`src/rtl/imem_loader_pkg.sv`:
```
// imem_loader_pkg: shared state encoding and sizing constants for the instruction-memory loader
package imem_loader_pkg;
    typedef enum logic [2:0] {IDLE, HDR, DATA, DONE, ERR} state_t;
    localparam int HDR_BYTES      = 4;
    localparam int LANE_W         = $clog2(HDR_BYTES);
    localparam int DEFAULT_ADDR_W = 8;
endpackage

```
`src/rtl/imem_byte_assembler.sv`:
```
// imem_byte_assembler: gathers four stream bytes little-endian into a 32-bit word
module imem_byte_assembler
    import imem_loader_pkg::*;
(
    input  logic        clk,
    input  logic        reset,
    input  logic        clr,
    input  logic        fire,
    input  logic [7:0]  data,
    output logic        word_complete,
    output logic [31:0] word
);
    logic [LANE_W-1:0] lane;
    logic [23:0]       shreg;
    // Earlier bytes shift down so byte k of a group ends up at bits [8k+7:8k]
    always_ff @(posedge clk or negedge reset)
        if (!reset) begin
            lane  <= '0;
            shreg <= '0;
        end else if (clr) begin
            lane  <= '0;
            shreg <= '0;
        end else if (fire) begin
            lane  <= lane + 1'b1;
            shreg <= {data, shreg[23:8]};
        end
    assign word_complete = fire && (lane == LANE_W'(HDR_BYTES - 1));
    assign word          = {data, shreg};
endmodule

```
`src/rtl/imem_loader.sv`:
```
// imem_loader: streams a length-prefixed image into instruction memory while holding the core in reset
module imem_loader
    import imem_loader_pkg::*;
#(
    parameter int ADDR_W = DEFAULT_ADDR_W
) (
    input  logic              clk,
    input  logic              reset,
    input  logic              start,
    input  logic              in_valid,
    input  logic [7:0]        in_data,
    output logic              in_ready,
    output logic              imem_we,
    output logic [ADDR_W-1:0] imem_addr,
    output logic [31:0]       imem_wdata,
    output logic              cpu_reset,
    output logic              busy,
    output logic              done,
    output logic              error,
    output logic [ADDR_W:0]   words_loaded
);
    localparam logic [31:0] DEPTH = 32'(1) << ADDR_W;

    state_t          state, state_nx;
    logic [ADDR_W:0] n_words;
    logic            fire, clr, word_complete, wr, last_word;
    logic [31:0]     word;

    assign busy      = (state == HDR) || (state == DATA);
    assign done      = state == DONE;
    assign error     = state == ERR;
    assign in_ready  = busy;
    assign fire      = in_valid && in_ready;
    assign clr       = start && !busy;
    assign wr        = (state == DATA) && word_complete;
    assign last_word = (words_loaded + 1'b1) == n_words;

    imem_byte_assembler u_asm (
        .clk           (clk),
        .reset         (reset),
        .clr           (clr),
        .fire          (fire),
        .data          (in_data),
        .word_complete (word_complete),
        .word          (word)
    );

    // Session sequencing: header decides DONE/ERR/DATA, the final data word ends the session
    always_comb begin
        state_nx = state;
        case (state)
            IDLE, DONE, ERR: if (start) state_nx = HDR;
            HDR:  if (word_complete) state_nx = (word == 32'd0) ? DONE : (word > DEPTH) ? ERR : DATA;
            DATA: if (word_complete && last_word) state_nx = DONE;
            default: state_nx = IDLE;
        endcase
    end

    // State register
    always_ff @(posedge clk or negedge reset)
        if (!reset) state <= IDLE;
        else        state <= state_nx;

    // Write port, word counter and core reset; the core is released only after a full cycle in DONE
    always_ff @(posedge clk or negedge reset)
        if (!reset) begin
            imem_we      <= 1'b0;
            imem_addr    <= '0;
            imem_wdata   <= '0;
            words_loaded <= '0;
            n_words      <= '0;
            cpu_reset    <= 1'b1;
        end else begin
            imem_we   <= wr;
            cpu_reset <= !(done && !start);
            if (state == HDR && word_complete) n_words <= word[ADDR_W:0];
            if (clr) begin
                words_loaded <= '0;
            end else if (wr) begin
                words_loaded <= words_loaded + 1'b1;
                imem_addr    <= words_loaded[ADDR_W-1:0];
                imem_wdata   <= word;
            end
        end
endmodule

```
`config.mk`:
```
export PLATFORM = sky130hd
export DESIGN_NAME = imem_loader
export DESIGN_NICKNAME = d
export VERILOG_FILES = /design/src/rtl/imem_loader_pkg.sv /design/src/rtl/imem_byte_assembler.sv /design/src/rtl/imem_loader.sv
export SDC_FILE = /design/constraint.sdc
export NUM_CORES = 1
export LEC_CHECK = 0
export ABC_AREA = 1
export CORE_ASPECT_RATIO = 1.2
export CORE_MARGIN = 2
export CORE_UTILIZATION = 54
export CTS_BUF_LIST = sky130_fd_sc_hd__clkbuf_4 sky130_fd_sc_hd__clkbuf_8
export CTS_CLUSTER_SIZE = 28
export DETAILED_ROUTE_END_ITERATION = 8
export PLACE_DENSITY = 0.83
export SLEW_MARGIN = 20
export SYNTH_ARGS = -nofsm -noshare
export SYNTH_HDL_FRONTEND = slang
export SYNTH_SLANG_ARGS = --single-unit
```
`constraint.sdc`:
```
create_clock -name clk -period 2.1 [get_ports clk]
set_clock_uncertainty 0.2 [all_clocks]
set_input_delay 0.21 -clock clk [delete_from_list [all_inputs] [get_ports clk]]
set_output_delay 0.21 -clock clk [all_outputs]
set_load 0.005 [all_outputs]
```
# Word-level counts from Yosys, hierarchy flattened
# Index checks and enable logic that the tools add are counted.
dict set report classes {
  n_addsub 2
  n_reduce_logical 18
  n_mux 12
  bitwise 1
  n_lt_le_gt_ge 1
  eq_ne 9
}
# operator count
set op_table {}
lappend op_table {{24-bit 2-to-1 mux} 2}
lappend op_table {{32-bit by 9-bit greater-than comparator with 1-bit output, second input constant} 1}
lappend op_table {{32-bit logical NOT} 1}
lappend op_table {{9-bit 2-to-1 mux} 2}
lappend op_table {{3-bit 2-to-1 mux} 5}
lappend op_table {{9-bit by 1-bit adder with 9-bit output, second input constant} 1}
lappend op_table {{9-bit equality test} 1}
lappend op_table {{3-bit one-hot mux with 3 select lines} 1}
lappend op_table {{1-bit logical AND} 7}
lappend op_table {{3-bit by 2-bit equality test with 1-bit output, second input constant} 2}
lappend op_table {{2-bit 2-to-1 mux} 2}
lappend op_table {{2-bit != test, second input constant} 2}
lappend op_table {{2-bit nonzero test} 2}
lappend op_table {{3-bit by 1-bit equality test with 1-bit output, second input constant} 1}
lappend op_table {{3-bit equality test, second input constant} 1}
lappend op_table {{1-bit logical NOT} 3}
lappend op_table {{3-bit logical NOT} 1}
lappend op_table {{3-bit AND reduction} 1}
lappend op_table {{3-bit OR reduction} 1}
lappend op_table {{2-bit by 1-bit adder with 2-bit output, second input constant} 1}
lappend op_table {{2-bit equality test, second input constant} 1}
lappend op_table {{2-bit by 1-bit != test with 1-bit output, second input constant} 1}
lappend op_table {{2-bit AND reduction} 1}
lappend op_table {{1-bit logical OR} 1}
lappend op_table {{1-bit NOT} 1}
dict set report word_totals {
  input_bits 12
  word_cells 52
  reg_bits 89
}

# Logic depth before layout (Yosys ltp)
# Gate-level depths: netlist (run 1).
dict set report depth {
  depth_word 7
  mapped_depth 14
  mapped_depth_nobuf 14
}

# Modules after synthesis
# From an unflattened synthesis (run 1), not the netlist that was laid out.
dict set report hier_totals {
  cells_unflattened 483
  area_unflattened_um2 4245.3
}
# mod seq_area_each_um2 area_each_um2 cells_per_inst instances
set modules_own_cells {}
lappend modules_own_cells {imem_loader 1577.8 2980.4 358 1}
lappend modules_own_cells {imem_byte_assembler 650.6 1265.0 125 1}

# Worst setup path before layout (run 1)
# No wires, ideal clock.
dict set report synth_path {
  path_type {register to register}
  start {register words_loaded[0]}
  end {register state[0]}
  path_slack_ns 0.241
  synth_period_minus_slack_ns 1.859
  stages_incl_launch_ff 13
  arrival_ns 1.542
  cell_sequence {dfrtp_1 ha_1 nand3_1 o21ai_1 nand2_1 nand2_1 nand3_1 nor2_1 nand2_1 nand2_2 nand2_2 nand2_1 nand2_1}
}
dict set report synth_between {
  elab_chain_cells 5
}
# element line
set synth_lines {}
lappend synth_lines {{start: declaration} imem_loader.sv:20} ;# output logic [ADDR_W:0] words_loaded
lappend synth_lines {{start signal: assignment} imem_loader.sv:80} ;# words_loaded <= words_loaded + 1'b1;
lappend synth_lines {{9-bit by 1-bit adder with 9-bit output} imem_loader.sv:36} ;# assign last_word = (words_loaded + 1'b1) == n_words;
lappend synth_lines {{9-bit equality test} imem_loader.sv:36}
lappend synth_lines {{1-bit logical AND} imem_loader.sv:54} ;# DATA: if (word_complete && last_word) state_nx = DONE;
lappend synth_lines {{2-bit by 1-bit != test with 1-bit output (no source line)} n/a}
lappend synth_lines {{3-bit AND reduction (no source line)} n/a}
lappend synth_lines {{end signal: assignment} imem_loader.sv:62} ;# else state <= state_nx;
lappend synth_lines {{end: declaration} imem_loader.sv:24} ;# state_t state, state_nx;
# No other way between the ends.
# A chain may end at the register's enable or synchronous reset.

# Final worst setup path (run 1)
dict set report layout_path {
  start {register words_loaded[1]}
  end {register state[1]}
}
# Same word-level chain as after synthesis.

==> metrics.md, run 1 <==
| Metric | Value |
|---|---|
| Hold Fails Final Rpt | 0 |
| Peak supply drop | 0.0006701 V |
| WP buf/inv | 1 |
| CTS max path bufs | 2 |
| CP Data Required Time | roughly 2.2 ns |
| Synth-to-Final Area Change | 28.63% |
| Synthesized flop and latch total | 89 |
| CP max stage delay | ~0.46 ns |
| Ys Warns | 0 |
| Root Buffer | clkbuf_8 |
| Register-to-Register Path Depth | 14 |
| GPL Wtd Cong | 0.8761 |
| Status | completed |
| Row cnt | 33 |
| CP delay by family, top | simple AND/OR/NAND/NOR gates |
| CTS Sinks | 89 |
| Pleak | 2.246 nW |
| Global-route wire length before repair | 14520 um |
| Setup violators final | 0 |
| CTS Buf Count | 9 |
| Clk pin slew, worst setup/hold paths | ~0.1 ns |
| CP endpoint kind | flip-flop |
| Max Cap Violations | 0 |
| Clock Latency Late Sink | roughly 0.37 ns |
| Fin crit share | 95.46% |
| Routed wire per std cell | 14.79 um |
| RSZ-0062 raised after global routing | true |
| Critical-path top delay cell | dfrtp_2 |
| Starting Density | a little under three fifths |
| R2R Path Start | words_loaded[1] |
| Avg Inst Size Synth | around 9 sq um |
| Core area | 6813 sq um |
| Final hold slack | 0.1981 ns |
| Distinct cells, synth | 28 |
| PD cells | around 870 nW/um^2 |
| Minimum clock period | between 2 and 2.5 ns |
| Worst EP arrival | approximately 2.1 ns |
| Die area | just under 8000 sq um |
| Setup WS post-layout | about 0.095 ns |
| Place WS | 0.07988 ns |
| Cells after Synth | 420 |
| Chip width | ~81 um |
| Nets | 509 |
| CP cell instances | ha_4 -> inv_4 -> nand2_2 -> nand2_1 -> nor2_1 -> nand2_1 -> nor2_2 -> nand3_1 -> nor2_1 -> nand2_1 -> nand2_2 -> nand2_4 -> nand2_2 -> nand2_2 |
| Worst-Margin Slew | 0.6539 ns |
| Worst r2r dst | state[1] |
| Drt first pass iters | 5 |
| Vias in the first global route | 3097 |
| Worst hold start | start |
| Port-buffer cells | 66 |
| Via density per instance | 5.412 |
| Total GRT Usage | around a quarter |
| Largest net degree at the start of global routing | 80 |
| I/O pin cnt | 67 |
| Detailed Place HPWL | roughly 6000 um |
| Die Ht | 95.97 um |
| Crit Path Category | reg -> reg |
| Hold/Removal Path Class | in -> reg |
| Htree depth | 3 |
| Share of layout cells above drive strength 1 | 12.80% |
| Total gr overflow | 0 |
| Ant. Diodes | 0 |
| Syn Std Cell Area | 3806 sq um |
| DRC | 0 |
| Routed wire length | 8682 um |
| Hold Crit Depth | 3 |
| Fmax | 498.9 MHz |
| Reg2Reg Setup Slack | 0.1 ns |
| Critical path launch point type | flip-flop |
| Most common cell on crit path | nand2_2 |
| WHS Endpoint | cpu_reset |
| CTS tree | built |
| Slew Limit Headroom | 56.41% |
| Seq/Total Area, Yosys | approximately three fifths |
| DRT antenna net count | 0 |
| Syn nets | ~430 |
| Critical Path Fanout Max | 5 |
| Initial antenna violation count | 0 |
| Initial DRC count | 229 |
| Final Max Tran Viols | 0 |
| Vias | roughly 3200 |
## layout make-up
| cell class | count | area, sq um |
|---|---|---|
| clock inverters | 3 | 47.55 |
| flip-flops and latches | 89 | 2235 |
| inverters | 61 | 231.5 |
| repair buffers | 81 | 803.3 |
| fillers | 508 | 1917 |
| well taps | 87 | 108.9 |
| multi-input cells | 253 | 1297 |
| clock buffers | 13 | 172.7 |
## layout by cell type, fill, tap and decap left out, types with 2 or more instances in the layout
master           synthesis  routed
buf_12                   0       2
buf_4                    3      13
clkbuf_8                 0      12
clkdlybuf4s50_1          0      63
clkinv_4                 0       2
dfrtp_1                 88      83
dfrtp_2                  0       5
dlymetal6s2s_1           0       2
inv_1                   59      57
inv_2                    2       3
nand2_1                 99      95
nand2_2                  8      11
nand2_4                  1       2
nand3_1                 20      19
nand3_2                  2       2
nand3b_1                 5       5
nand4_1                  5       5
nor2_1                  12      10
nor2_2                   3       5
nor3_1                   3       3
nor4_1                   2       2
o21ai_0                  2       2
o21ai_1                 50      50
o22ai_1                 33      33
xnor2_1                  2       2
## synth_stat cells
library cell,count,area (sq um)
nand2_1,99,371.6
dfrtp_1,88,2202
inv_1,59,221.5
o21ai_1,50,250.2
o22ai_1,33,206.5
nand3_1,20,100.1
nor2_1,12,45.04
buf_2,11,55.05
nand2_2,8,50.05
nand3b_1,5,37.54
nand4_1,5,31.28
buf_4,3,22.52
nor2_2,3,18.77
nor3_1,3,15.01
buf_1,2,7.510
ha_1,2,25.02
inv_2,2,7.510
nand3_2,2,20.02
nor4_1,2,12.51
o21ai_0,2,10.01
xnor2_1,2,17.52
a21oi_1,1,5.000
buf_6,1,11.26
dfstp_2,1,26.28
nand2_4,1,11.26
nor2_4,1,11.26
o21a_1,1,7.510
or2_0,1,6.260
## metrics by stage
stage	instances	util (%)	instance area (sq um)	power [mW]	setup TNS [ns]
6_report	587	71.86	4896	4.251	0
3_5_place_dp	564	66.96	4562	2.946	0
4_1_cts	581	70.34	4792	4.188	0
5_1_grt	587	71.86	4896	4.454	-0.1588
2_1_floorplan	420	-	3806	2.653	0
3_3_place_gp	564	66.96	4562	2.905	0
## layer usage
metal,global-route usage [%],up-vias,routed length (um)
met1,31.42,1530,3567
met4,9.746,0,182
met3,4.503,18,417
met5,0,-,0
li1,-,1521,-
met2,41.46,108,4515
## flip-flops by register name, indices dropped and copies added (netlist names)
register / cells
cpu_reset: 1
imem_addr: 8
imem_wdata: 32
imem_we: 1
n_words: 9
state: 3
u_asm.lane: 2
u_asm.shreg: 24
words_loaded: 9
## kinds of logic after synthesis
| group | Yosys count | synth area share (%) |
|---|---|---|
| AND/OR/NAND/NOR | 162 | 19.20 |
| flip-flops | 89 | 58.55 |
| AO/OA/AOI/OAI | 87 | 12.59 |
| buffers and inverters | 78 | 8.547 |
| XOR/XNOR | 2 | 0.4603 |
| adder cells (fa/ha/maj) | 2 | 0.6574 |
## tightest hold or removal path, cell delays in order
cell and delay, ns:
clkdlybuf4s50_1 0.45, inv_1 0.07, nand2_1 0.05
## repair_timing
action	in CTS	in global routing
endpoints found under the setup margin	0	7
buffers inserted	0	6
gates resized for setup	0	21
endpoints found under the hold margin	48	0
hold buffers	1	0
## where the power goes
| group | internal (mW) | switching [mW] | total [mW] |
|---|---|---|---|
| Sequential | 1.89 | 0.0982 | 1.98 |
| Combinational | 0.364 | 0.637 | 1.00 |
| Clock | 0.665 | 0.602 | 1.27 |
## how the worst max path moves through the flow
stage / start / to / slack (ns) / depth (start not counted)
4_1_cts: state[2] / in_ready / 0.03 / 4
3_3_place_gp: words_loaded[1] / state[2] / 0.15 / 12
6_report: words_loaded[1] / state[1] / 0.1 / 14
2_1_floorplan: words_loaded[0] / state[0] / 0.24 / 12
5_1_grt: words_loaded[1] / state[1] / -0.07 / 14
3_5_place_dp: words_loaded[1] / state[0] / 0.08 / 12
Power figures use the tool's default switching activity.
==> run 2, diff against run 1 <==
--- a/config.mk
+++ b/config.mk
@@ -8,11 +8,11 @@
 export ABC_AREA = 1
 export CORE_ASPECT_RATIO = 1.2
 export CORE_MARGIN = 2
-export CORE_UTILIZATION = 54
+export CORE_UTILIZATION = 45
 export CTS_BUF_LIST = sky130_fd_sc_hd__clkbuf_4 sky130_fd_sc_hd__clkbuf_8
 export CTS_CLUSTER_SIZE = 28
 export DETAILED_ROUTE_END_ITERATION = 8
-export PLACE_DENSITY = 0.83
+export PLACE_DENSITY = 0.72
 export SLEW_MARGIN = 20
 export SYNTH_ARGS = -nofsm -noshare
 export SYNTH_HDL_FRONTEND = slang
==> run 2 against run 1 <==
  * Combinational power hardly changed
  * Clock-buffer cell count is 3 lower
  * Sequential cell count stayed put
  * Die area is 19% higher
  * Cell area is 0.10% lower
==> metrics.md, run 2 (same netlist as run 1, synthesis figures left out) <==
| Metric | Value |
|---|---|
| Sw power | 1.338 mW (+0.13%) |
| Highest-count cells in the layout ignoring fill and taps | 99 x nand2_1, 87 x dfrtp_1, 65 x clkdlybuf4s50_1, 59 x inv_1, 50 x o21ai_1 |
| Power Internal | 2.958 mW (+1.5%) |
| Status | completed |
| DRT antenna net count | 0 (unchanged) |
| Initial antenna violation count | 0 (unchanged) |
| Most common cell after layout, fill and taps aside | nand2_1 |
| DRC | 0 (unchanged) |
| Slew Limit Headroom | 67.93% (+12 points) |
| Non-Filler Instances | 612 (+4.3%) |
| Root Buffer | clkbuf_8 |
| CTS tree | built |
| Worst-Margin Slew | 0.4810 ns (-0.1729 ns) |
| Routed wire length | 8353 um (-3.8%) |
| Clock network fraction of design power | 30.9% (+1.1 points) |
| CTS Buf Count | 9 (unchanged) |
| Setup violators final | 0 (unchanged) |
| Port-buffer cells | 66 (unchanged) |
| Minimum clock period | 2.022 ns (+0.01749 ns) |
| Peak supply drop | 0.0004813 V (-28%) |
| CTS max path bufs | 2 (unchanged) |
| CP Data Required Time | 1.69 ns (-0.46 ns) |
| Biggest register | imem_wdata |
| Hold Fails Final Rpt | 0 (unchanged) |
| Synth-to-Final Area Change | 28.50% |
| Dpl cells | 591 (+4.8%) |
| Die Ht | 104.7 um (+9.1%) |
| Row cnt | 36 (+9.1%) |
| Total gr overflow | 0 (unchanged) |
| Sequential power share | 46.2% (-0.5 points) |
| Worst EP arrival | 1.61 ns (-0.45 ns) |
| Vias in the first global route | 3080 (-0.55%) |
| Chip width | 87.96 um (+9.1%) |
| Largest net degree at the start of global routing | 63 (-21%) |
| Combinational share of power | 22.9% (-0.6 points) |
| Clk pin slew, worst setup/hold paths | 0.09 ns (about the same) |
| Initial DRC count | 294 (+28%) |
| Die area | 9213 sq um (+19%) |
| Starting Density | 46.69% (-9.2 points) |
| Hold/Removal Path Class | in -> async |
| Vias | 3088 (-2.8%) |
| Final Max Tran Viols | 0 (unchanged) |
| Detailed Place HPWL | 6003 um (about the same) |
| Crit Path Category | reg -> out |
| Switching Fraction | 31.15% (-0.29 points) |
| Core area | 8153 sq um (+20%) |
| Final Power | 4.296 mW (+1.1%) |
| CTS Sinks | 89 (unchanged) |
| Fillers | 729 (+44%) |
| Critical path launch point type | flip-flop |
| Fin crit share | 96.29% (+0.83 points) |
| PD cells | 878.3 nW/um^2 (+1.2%) |
| Share of layout cells above drive strength 1 | 9.839% (-3.0 points) |
| CP endpoint kind | output port |
| Ant. Diodes | 0 (unchanged) |
| Routed wire per std cell | 13.65 um (-7.7%) |
| RSZ-0062 raised after global routing | true |
| Critical Path Fanout Max | 5 (unchanged) |
| Clock Latency Late Sink | 0.35 ns (-0.02 ns) |
| Fmax | 494.5 MHz (-0.86%) |
| Total GRT Usage | 19.66% (-4.9 points) |
| Largest regs | imem_wdata x32, u_asm.shreg x24 |
| GPL Wtd Cong | 0.8310 (-5.1%) |
| Via density per instance | 5.046 (-6.8%) |
| Htree depth | 3 (unchanged) |
| Nets | 507 (-0.39%) |
| Global-route wire length before repair | 14360 um (-1.1%) |
| I/O pin cnt | 67 (unchanged) |
| Flip-flop and latch area | 2230 sq um (-0.22%) |
| Area taken by multi-input logic gates | 1265 sq um (-2.5%) |
| Number of flip-flops in the largest register | 32 (unchanged) |
| Pleak | 2.221 nW (-1.1%) |
| Drt first pass iters | 4 (-1) |
| Max Cap Violations | 0 (unchanged) |
run 2: cell count changes in the layout (fill, tap and decap cells not counted), moves of 3 or more:
cell      previous run  this run
nand2_1             95        99
buf_4               13        10
dfrtp_1             83        87
dfrtp_2              5         1
clkbuf_8            12         9
nand2_2             11         8
run 2: cell type report:
cell class,instances,area share (%)
Clock inverter,6,1.995
Sequential cell,89,45.59
Clock buffer,10,2.686
Tap cell,114,2.916
Multi-Input combinational cell,253,25.86
Timing Repair Buffer,79,16.27
Inverter,61,4.682
run 2: worst max-delay path, cell delays in order (launching register included):
cell and delay (ns):
dfrtp_2 0.45, nor2_2 0.12, nand2_2 0.09, nand2_4 0.09
clkdlybuf4s50_1 0.50
run 2: metal layers:
metal	GRT usage, %	routed length [um]	vias up
met1	26.11	3574	1491
met3	3.160	290	17
li1	-	-	1519
met4	8.571	198	0
met2	31.49	4290	61
met5	0	0	-
run 2: power by group through the flow:
stage | clock [mW] | sequential, mW | combinational [mW]
2_1_floorplan | 0 | 1.99 | 0.665
3_3_place_gp | 0 | 2.00 | 0.948
3_5_place_dp | 0 | 2.01 | 0.973
4_1_cts | 1.36 | 1.98 | 0.974
5_1_grt | 1.44 | 2.01 | 1.12
6_report | 1.33 | 1.99 | 0.983
run 2: repair_timing:
| item | 4_1_cts | 5_1_grt |
|---|---|---|
| endpoints found under the hold margin | 60 | 0 |
| buffers inserted | 0 | 4 |
| hold buffers | 1 | 0 |
| gates resized for setup | 0 | 3 |
| endpoints found under the setup margin | 0 | 5 |
run 2: path summary, 6_finish.rpt:
path	from	endpoint	slack [ns]	cells past startpoint
min in group clk	start	cpu_reset	0.24	3
min	reset	imem_wdata[24]	0.15	2
max	state[2]	in_ready	0.08	4
min reg2reg	imem_addr[1]	imem_addr[1]	0.30	2
max reg2reg	words_loaded[1]	state[2]	0.16	14
max in group asynchronous	reset	words_loaded[5]	0.96	3
run 2: metrics by stage:
step	cell area [sq um]	util [%]	setup slack (ns)	hold WS, ns	setup TNS, ns
after global placement	4608	56.52	0.2120	0.001940	0
after CTS	4847	59.45	0.01984	0.1520	0
after floorplan	3806	-	0.2411	-0.2856	0
after detailed placement	4608	56.52	0.1090	0.004718	0
final	4891	59.99	0.07795	0.1461	0
after global routing	4891	59.99	-0.03083	0.1762	-0.04606
